$ cat config.mk
export PLATFORM = sky130hd
export DESIGN_NAME = serial_adder_flat
export DESIGN_NICKNAME = d
export VERILOG_FILES = /design/src/rtl/adder_pkg.sv /design/src/rtl/serial_adder_if.sv /design/src/rtl/full_adder.sv /design/src/rtl/half_adder.sv /design/src/rtl/serial_adder.sv /design/src/flat_wrapper.sv
export SDC_FILE = /design/constraint.sdc
export NUM_CORES = 1
export LEC_CHECK = 0
export ABC_CLOCK_PERIOD_IN_PS = 3350
export CORE_ASPECT_RATIO = 0.8
export CORE_UTILIZATION = 40
export DETAILED_ROUTE_END_ITERATION = 8
export GPL_TIMING_DRIVEN = 0
export HOLD_SLACK_MARGIN = 0.06
export PLACE_DENSITY_LB_ADDON = 0.12
export SLEW_MARGIN = 10
export SYNTH_ARGS = -nofsm -noshare
export SYNTH_HDL_FRONTEND = slang
export SYNTH_SLANG_ARGS = --single-unit
export TNS_END_PERCENT = 5
$ cat constraint.sdc
create_clock -name clk -period 3.35 [get_ports clk]
set_input_delay 0.67 -clock clk [delete_from_list [all_inputs] [get_ports clk]]
set_output_delay 0.67 -clock clk [all_outputs]
set_load 0.05 [all_outputs]
$ cat src/rtl/adder_pkg.sv
// Shared types and constants for the bit-serial adder/subtractor.
package adder_pkg;

    localparam int DEFAULT_WIDTH = 8;

    typedef enum logic [1:0] {
        IDLE = 2'd0,
        RUN  = 2'd1,
        DONE = 2'd2
    } state_t;

endpackage

$ cat src/rtl/serial_adder_if.sv
// Request/result bundle between a client and the serial adder.
interface serial_adder_if
    import adder_pkg::*;
#(
    parameter int WIDTH = DEFAULT_WIDTH
) ();

    logic             start;
    logic             SUB;
    logic [WIDTH-1:0] A;
    logic [WIDTH-1:0] B;
    logic [WIDTH-1:0] S;
    logic             C;
    logic             V;
    logic             busy;
    logic             done;

    modport master (
        output start, SUB, A, B,
        input  S, C, V, busy, done
    );

    modport slave (
        input  start, SUB, A, B,
        output S, C, V, busy, done
    );

endinterface

$ cat src/rtl/full_adder.sv
// Full-adder slice built from two half adders and an OR of their carries.
module full_adder (
    input  logic A,
    input  logic B,
    input  logic Cin,
    output logic S,
    output logic Cout
);

    logic w_s0;
    logic w_c0;
    logic w_c1;

    half_adder u_ha0 (
        .A (A),
        .B (B),
        .S (w_s0),
        .C (w_c0)
    );

    half_adder u_ha1 (
        .A (w_s0),
        .B (Cin),
        .S (S),
        .C (w_c1)
    );

    assign Cout = w_c0 | w_c1;

endmodule

$ cat src/rtl/half_adder.sv
// Single-bit half adder: sum and carry of two inputs.
module half_adder (
    input  logic A,
    input  logic B,
    output logic S,
    output logic C
);

    assign S = A ^ B;
    assign C = A & B;

endmodule

$ cat src/rtl/serial_adder.sv
// Bit-serial adder/subtractor: one full-adder slice, LSB first, WIDTH cycles
// per operation, registered S/C/V published with a one-cycle done pulse.
module serial_adder
    import adder_pkg::*;
#(
    parameter int WIDTH = DEFAULT_WIDTH
) (
    input  logic           clk,
    input  logic           rst_n,
    serial_adder_if.slave  bus
);

    localparam int             CNT_W = $clog2(WIDTH);
    localparam logic [CNT_W-1:0] LAST_CNT = CNT_W'(WIDTH - 1);

    state_t           r_state;
    state_t           w_next;
    logic [WIDTH-1:0] r_sa;
    logic [WIDTH-1:0] r_sb;
    logic             r_carry;
    logic [CNT_W-1:0] r_cnt;
    logic [WIDTH-2:0] r_acc;
    logic [WIDTH-1:0] r_s;
    logic             r_c;
    logic             r_v;
    logic             r_busy;
    logic             r_done;

    logic             w_sum;
    logic             w_cout;
    logic             w_last;
    logic             w_load;
    logic [WIDTH-1:0] w_acc_next;

    full_adder u_fa (
        .A    (r_sa[0]),
        .B    (r_sb[0]),
        .Cin  (r_carry),
        .S    (w_sum),
        .Cout (w_cout)
    );

    assign w_last     = (r_state == RUN) && (r_cnt == LAST_CNT);
    assign w_load     = (w_next == RUN) && (r_state != RUN);
    // Sum bits enter at the top; after WIDTH shifts the first bit lands in S[0].
    assign w_acc_next = {w_sum, r_acc};

    always_ff @(posedge clk or negedge rst_n) begin
        if (!rst_n) begin
            r_state <= IDLE;
        end else begin
            r_state <= w_next;
        end
    end

    always_comb begin
        w_next = r_state;
        case (r_state)
            IDLE:    if (bus.start) w_next = RUN;
            RUN:     if (w_last)    w_next = DONE;
            DONE:    w_next = bus.start ? RUN : IDLE;
            default: w_next = IDLE;
        endcase
    end

    always_ff @(posedge clk or negedge rst_n) begin
        if (!rst_n) begin
            r_sa    <= '0;
            r_sb    <= '0;
            r_carry <= 1'b0;
            r_cnt   <= '0;
            r_acc   <= '0;
            r_s     <= '0;
            r_c     <= 1'b0;
            r_v     <= 1'b0;
            r_busy  <= 1'b0;
            r_done  <= 1'b0;
        end else begin
            r_busy <= (w_next == RUN);
            r_done <= (w_next == DONE);
            if (w_load) begin
                // Subtraction is A + ~B + 1: invert B and seed the carry with 1.
                r_sa    <= bus.A;
                r_sb    <= bus.SUB ? ~bus.B : bus.B;
                r_carry <= bus.SUB;
                r_cnt   <= '0;
            end else if (r_state == RUN) begin
                r_sa    <= r_sa >> 1;
                r_sb    <= r_sb >> 1;
                r_carry <= w_cout;
                r_acc   <= w_acc_next[WIDTH-1:1];
                r_cnt   <= r_cnt + CNT_W'(1);
                if (w_last) begin
                    r_s <= w_acc_next;
                    r_c <= w_cout;
                    r_v <= r_carry ^ w_cout;
                end
            end
        end
    end

    assign bus.S    = r_s;
    assign bus.C    = r_c;
    assign bus.V    = r_v;
    assign bus.busy = r_busy;
    assign bus.done = r_done;

endmodule

$ cat src/flat_wrapper.sv
// flat-port wrapper written by rule: the top's interface ports become plain ports
module serial_adder_flat import adder_pkg::*;
#(
    parameter int WIDTH = DEFAULT_WIDTH
)
  (clk, rst_n, bus_start, bus_SUB, bus_A, bus_B, bus_S, bus_C, bus_V, bus_busy, bus_done);
  serial_adder_if #(.WIDTH(WIDTH)) bus_i ();
  input  logic clk;
  input  logic rst_n;
  input wire logic [$bits(bus_i.start)-1:0] bus_start;
  input wire logic [$bits(bus_i.SUB)-1:0] bus_SUB;
  input wire logic [$bits(bus_i.A)-1:0] bus_A;
  input wire logic [$bits(bus_i.B)-1:0] bus_B;
  output wire logic [$bits(bus_i.S)-1:0] bus_S;
  output wire logic [$bits(bus_i.C)-1:0] bus_C;
  output wire logic [$bits(bus_i.V)-1:0] bus_V;
  output wire logic [$bits(bus_i.busy)-1:0] bus_busy;
  output wire logic [$bits(bus_i.done)-1:0] bus_done;
  assign bus_i.start = bus_start;
  assign bus_i.SUB = bus_SUB;
  assign bus_i.A = bus_A;
  assign bus_i.B = bus_B;
  assign bus_S = bus_i.S;
  assign bus_C = bus_i.C;
  assign bus_V = bus_i.V;
  assign bus_busy = bus_i.busy;
  assign bus_done = bus_i.done;
  serial_adder #(.WIDTH(WIDTH)) u_core (.clk(clk), .rst_n(rst_n), .bus(bus_i));
endmodule
After elaboration in Yosys (flattened, before gate mapping)
Index checks and enable logic that the tools add are counted.
- RAM bits: 0
- bits in read-only memories: 0
- output and inout bits: 12
- latch bits: 0
- bits in registers: 41
- memories kept: 0
- magnitude comparators: 0
- shift operators: 0
- multiply operators: 0
- reduce and logical (&&, ||, !) cells: 6
- bitwise operators: 8
- divide/modulo/power cells: 0
- equal/unequal tests: 6
- add/sub/neg operators: 1
- muxes and demuxes: 13
- operators by type and width (operator ; count):
    $mux W8 ; 5
    $not A8 Y8 ; 1
    $mux W3 ; 2
    $pmux W2 S3 ; 1
    $eq A2 B1 Y1 const B ; 2
    $eq A2 B2 Y1 const B ; 2
    $mux W2 ; 2
    $add A3 B1 Y3 const B ; 1
    $eq A3 B3 Y1 const B ; 1
    $mux W1 ; 3
    $reduce_and A3 Y1 ; 1
    $xor A1 B1 Y1 ; 3
    $and A1 B1 Y1 ; 2
    $logic_and A1 B1 Y1 ; 2
    $logic_not A2 Y1 ; 1
    $ne A2 B1 Y1 const B ; 1
    $reduce_and A2 Y1 ; 1
    $reduce_bool A2 Y1 ; 1
    $not A1 Y1 ; 1
    $or A1 B1 Y1 ; 1

Logic depth before layout (Yosys ltp)
- depth in word-level cells: 8
- depth in mapped cells: 6
- mapped depth without buffers: 5

Hierarchy
Synthesis repeated with hierarchy kept, for this count alone.
- cells, all modules: 127
- area total of the unflattened synthesis: 1730.4 um2
- by module, submodules not included (module ; seq. area each (um2) ; times used ; cells an instance ; area each (um2)):
    serial_adder ; 1026.0 ; 1 ; 124 ; 1699.1
    half_adder ; 0.0 ; 2 ; 1 ; 12.5
    full_adder ; 0.0 ; 1 ; 1 ; 6.3

Worst setup path after synthesis
OpenSTA, ideal clock, no wires.
- path kind: reg2reg
- from: reg u_core.r_cnt[0]
- to: reg u_core.r_s[0], in the netlist u_core.bus.S[0]
- library setup time: 125 ps
- arrival: 1424 ps
- cell stages (with the launch flop): 6
- clock period less this slack: 1548 ps
- setup slack: 1802 ps
- path buffers: 1
- cells stage by stage: dfrtp_1 -> ha_1 -> ha_1 -> nand3b_2 -> buf_2 -> mux2_2
- word-level cells in the longest chain between the ends: 8
- RTL lines (item ; line ; text):
    from (decl) ; serial_adder.sv:21 ; logic [CNT_W-1:0] r_cnt;
    from (signal assigned) ; serial_adder.sv:92 ; r_cnt <= r_cnt + CNT_W'(1);
    $eq A3 B3 Y1 (*) ; serial_adder.sv:43 ; assign w_last = (r_state == RUN) && (r_cnt == LAST_CNT);
    $logic_and A1 B1 Y1 (*) ; serial_adder.sv:43 ;
    $mux W2 ; serial_adder.sv:60 ; RUN: if (w_last) w_next = DONE;
    $pmux W2 S3 ; serial_adder.sv:58 ; case (r_state)
    $eq A2 B1 Y1 ; serial_adder.sv:44 ; assign w_load = (w_next == RUN) && (r_state != RUN);
    $logic_and A1 B1 Y1 ; serial_adder.sv:44 ;
    $not A1 Y1 (no line) ; n/a ;
    $reduce_and A3 Y1 (no line) (*) ; n/a ;
    to (signal assigned) ; serial_adder.sv:94 ; r_s <= w_acc_next;
    to (decl) ; serial_adder.sv:23 ; logic [WIDTH-1:0] r_s;
Every way passes the cells marked *; elsewhere a longest branch is shown, timed or not.
A chain may end at the register's enable or synchronous reset.

Final worst setup path
- from: reg u_core.r_s[6], in the netlist u_core.bus.S[6]
- to: out bus_S[6]
- RTL lines (item ; line ; text):
    to (decl) ; flat_wrapper.sv:14 ; output wire logic [$bits(bus_i.S)-1:0] bus_S;
No word-level cell between the ends.

==> impl_metrics.ini <==
[status]
outcome = finished, final reports clean

[cts]
cts_max_level = 2
clk_pin_slew_worst_paths_ns = 0.07
cts_buffer_depth = 2
numCtsBuffers = 5
tritoncts = built
post-cts-setup-buffers = 0
insertion_delay_ns = 0.28
cts_resized = 0
ctsRootBufferMaster = clkbuf_8
ctsHoldBuffers = 0
clkSinkCount = 41

[logic_synthesis]
synth_seq_cells = 41
netlist_instances = 152
synth-edff-count = 0
synthesis.nets = 175
syn_area_per_cell_um2 = 11.5
synth_area_um2 = 1740
ys.flop_type = dfrtp_1
yosys_warnings = 0
ys_seq_area_share_pct = 58.9
ys_types = 24
async_reset_ff_share_pct = 100

[floorplanning]
die_w_um = 75.8
io_pins = 32
core-area_um2 = 4180
fp.dieArea_um2 = 4630
die_y_um = 61.0
start_util_pct = 41.7
fp-row-count = 21

[cells_and_area]
multiInputGateArea_um2 = 627
ff_latch_area_um2 = 1030
layout-drive-gt1-share_pct = 14.3
fill_cells = 381
mostFrequentLayoutCell = dfrtp_1
fin_nets = 213
antenna_cells = 0
mostFrequentLayoutCells = dfrtp_1 (41), clkdlybuf4s50_1 (29), nand2_1 (28)
area_growth_pct = 26.8

[setup_path]
critical_path_required_ns = 2.68
cp-start-kind = register
slowest_stage = clkdlybuf4s50_1
path_buf_inv = 1
path_class = register to primary output
endpoint_kind = primary output
critPathTopFamily = buffers and inverters
critPathMaxStageDelay_ns = 0.80
path_cells = clkdlybuf4s50_1
path_max_fanout = 2
cp_data_arrival_time_ns = 1.43

[timing]
max_freq_mhz = 476
fin_tns_setup_ns = 0
hold_viol = 0
drv_slew = 0
finalCritPeriodShare_pct = 62.8
worst_slew_pin_slew_ns = 0.491
setup_viol = 0
timing.slew.headroom_pct = 67.2
skew_ns = 0.00565
fin_crit_ns = 2.10
rsz0062_at_grt = false
holdWs_ns = 0.336

[place]
numPortBuffers = 30
gp_congestion = 0.741
dpl.hpwl_mm = 2.31

[grt]
grt_util_all_layers_pct = 16.8
grt-busiest-layer = met2
grt.met1_usage_pct = 22.6
grt_pass1_vias = 1204
grt_overflow = 0
grtUsageMet3_pct = 4.42
grt.met2_usage_pct = 26.2
grt_start_max_net_pins = 24
antenna_found_initial = 0
grt_pass1_wl_mm = 5.65

[power_and_ir_drop]
irDropWorstVdd_mv = 0.367
leakagePower_nw = 1.03
power_density_nw_per_um2 = 962

[job]
max_cap_viol_count = 0

[routing]
viasPerCell = 5.04
totalWireLength_mm = 3.29
vias = 1241
wl_per_cell_um = 13.4
drc_errors = 0
drtPass1Iterations = 4
drtAntennaViolNets = 0
drt_iter0_markers = 101

[worst_hold_path]
hold_class = primary input to asynchronous set/reset pin
==> routing by layer <==
| metal | vias up | wire length [um] |
|---|---|---|
| met5 | - | 0 |
| met4 | 0 | 40 |
| met3 | 5 | 145 |
| met2 | 28 | 1470 |
| met1 | 613 | 1630 |
| li1 | 595 | - |
==> power by group <==
part	internal [mW]	switching (mW)	leakage [nW]	total (mW)
sequential	0.718	0.127	0.514	0.845
combinational	0.419	0.573	0.476	0.993
clock	0.137	0.153	0.0399	0.290
total	1.27	0.853	1.03	2.13
==> metrics by stage <==
stage	setup slack, ns	util (%)	power [mW]	instance area [um^2]	instances
after detailed placement	1.32	51.2	1.85	2140	240
final	1.25	52.9	2.13	2210	246
after global placement	0.594	50.6	1.82	2110	239
after floorplan	1.80	-	1.55	1740	152
after global routing	1.19	52.9	2.30	2210	246
after CTS	1.23	52.9	2.15	2210	246
==> kinds of logic after synthesis <==
group                    after synthesis  share of synthesized area [%]
AND/OR/NAND/NOR                       50                           12.6
flip-flops                            41                           58.9
AO/OA/AOI/OAI                         26                           11.8
buffers and inverters                 16                           5.17
XOR/XNOR                               9                           4.52
multiplexers                           7                           4.52
adder cells (fa/ha/maj)                3                           2.58
==> area by class of cell <==
| type | instances | area share (%) |
|---|---|---|
| Buffer | 11 | 3.23 |
| Clock buffer | 5 | 3.11 |
| Clock inverter | 1 | 0.226 |
| Inverter | 5 | 0.849 |
| Multi-Input combinational cell | 95 | 28.4 |
| Sequential cell | 41 | 46.4 |
| Tap cell | 57 | 3.23 |
| Timing Repair Buffer | 31 | 14.6 |
==> Yosys cell counts (2+ instances only) <==
cell type | instances | share of area (%)
nand2_1 | 28 | 6.0
buf_4 | 2 | 0.86
ha_1 | 2 | 1.4
mux2_2 | 7 | 4.5
a22o_1 | 4 | 2.0
dfrtp_1 | 41 | 59
o21ai_0 | 7 | 2.0
nand3_1 | 7 | 2.0
nor2_1 | 8 | 1.7
nand2b_1 | 2 | 0.72
buf_2 | 6 | 1.7
buf_6 | 2 | 1.3
xnor2_1 | 7 | 3.5
a22oi_1 | 6 | 2.6
xor2_1 | 2 | 1.0
inv_1 | 5 | 1.1
a221o_1 | 9 | 5.2
==> flip-flops by register name, summed over array words and instances, names as in the netlist <==
name             flops
u_core.bus.C         1
u_core.r_state       2
u_core.r_carry       1
u_core.r_sa          8
u_core.bus.S         8
u_core.bus.busy      1
u_core.r_sb          8
u_core.bus.done      1
u_core.bus.V         1
u_core.r_cnt         3
u_core.r_acc         7
==> worst paths after layout <==
kind / start / endpoint / slack, ns / cells after the start
setup / recovery: u_core.bus.S[6] / bus_S[6] / 1.25 / 1
hold / removal: rst_n / u_core.r_sb[0] / 0.34 / 1
setup reg to reg: u_core.r_cnt[0] / u_core.bus.S[1] / 1.64 / 5
hold reg to reg: u_core.r_acc[0] / u_core.r_acc[0] / 0.47 / 2
max in group asynchronous: rst_n / u_core.bus.S[3] / 2.54 / 2
min in group clk: u_core.r_acc[0] / u_core.r_acc[0] / 0.47 / 2
Power figures use the tool's default switching activity.
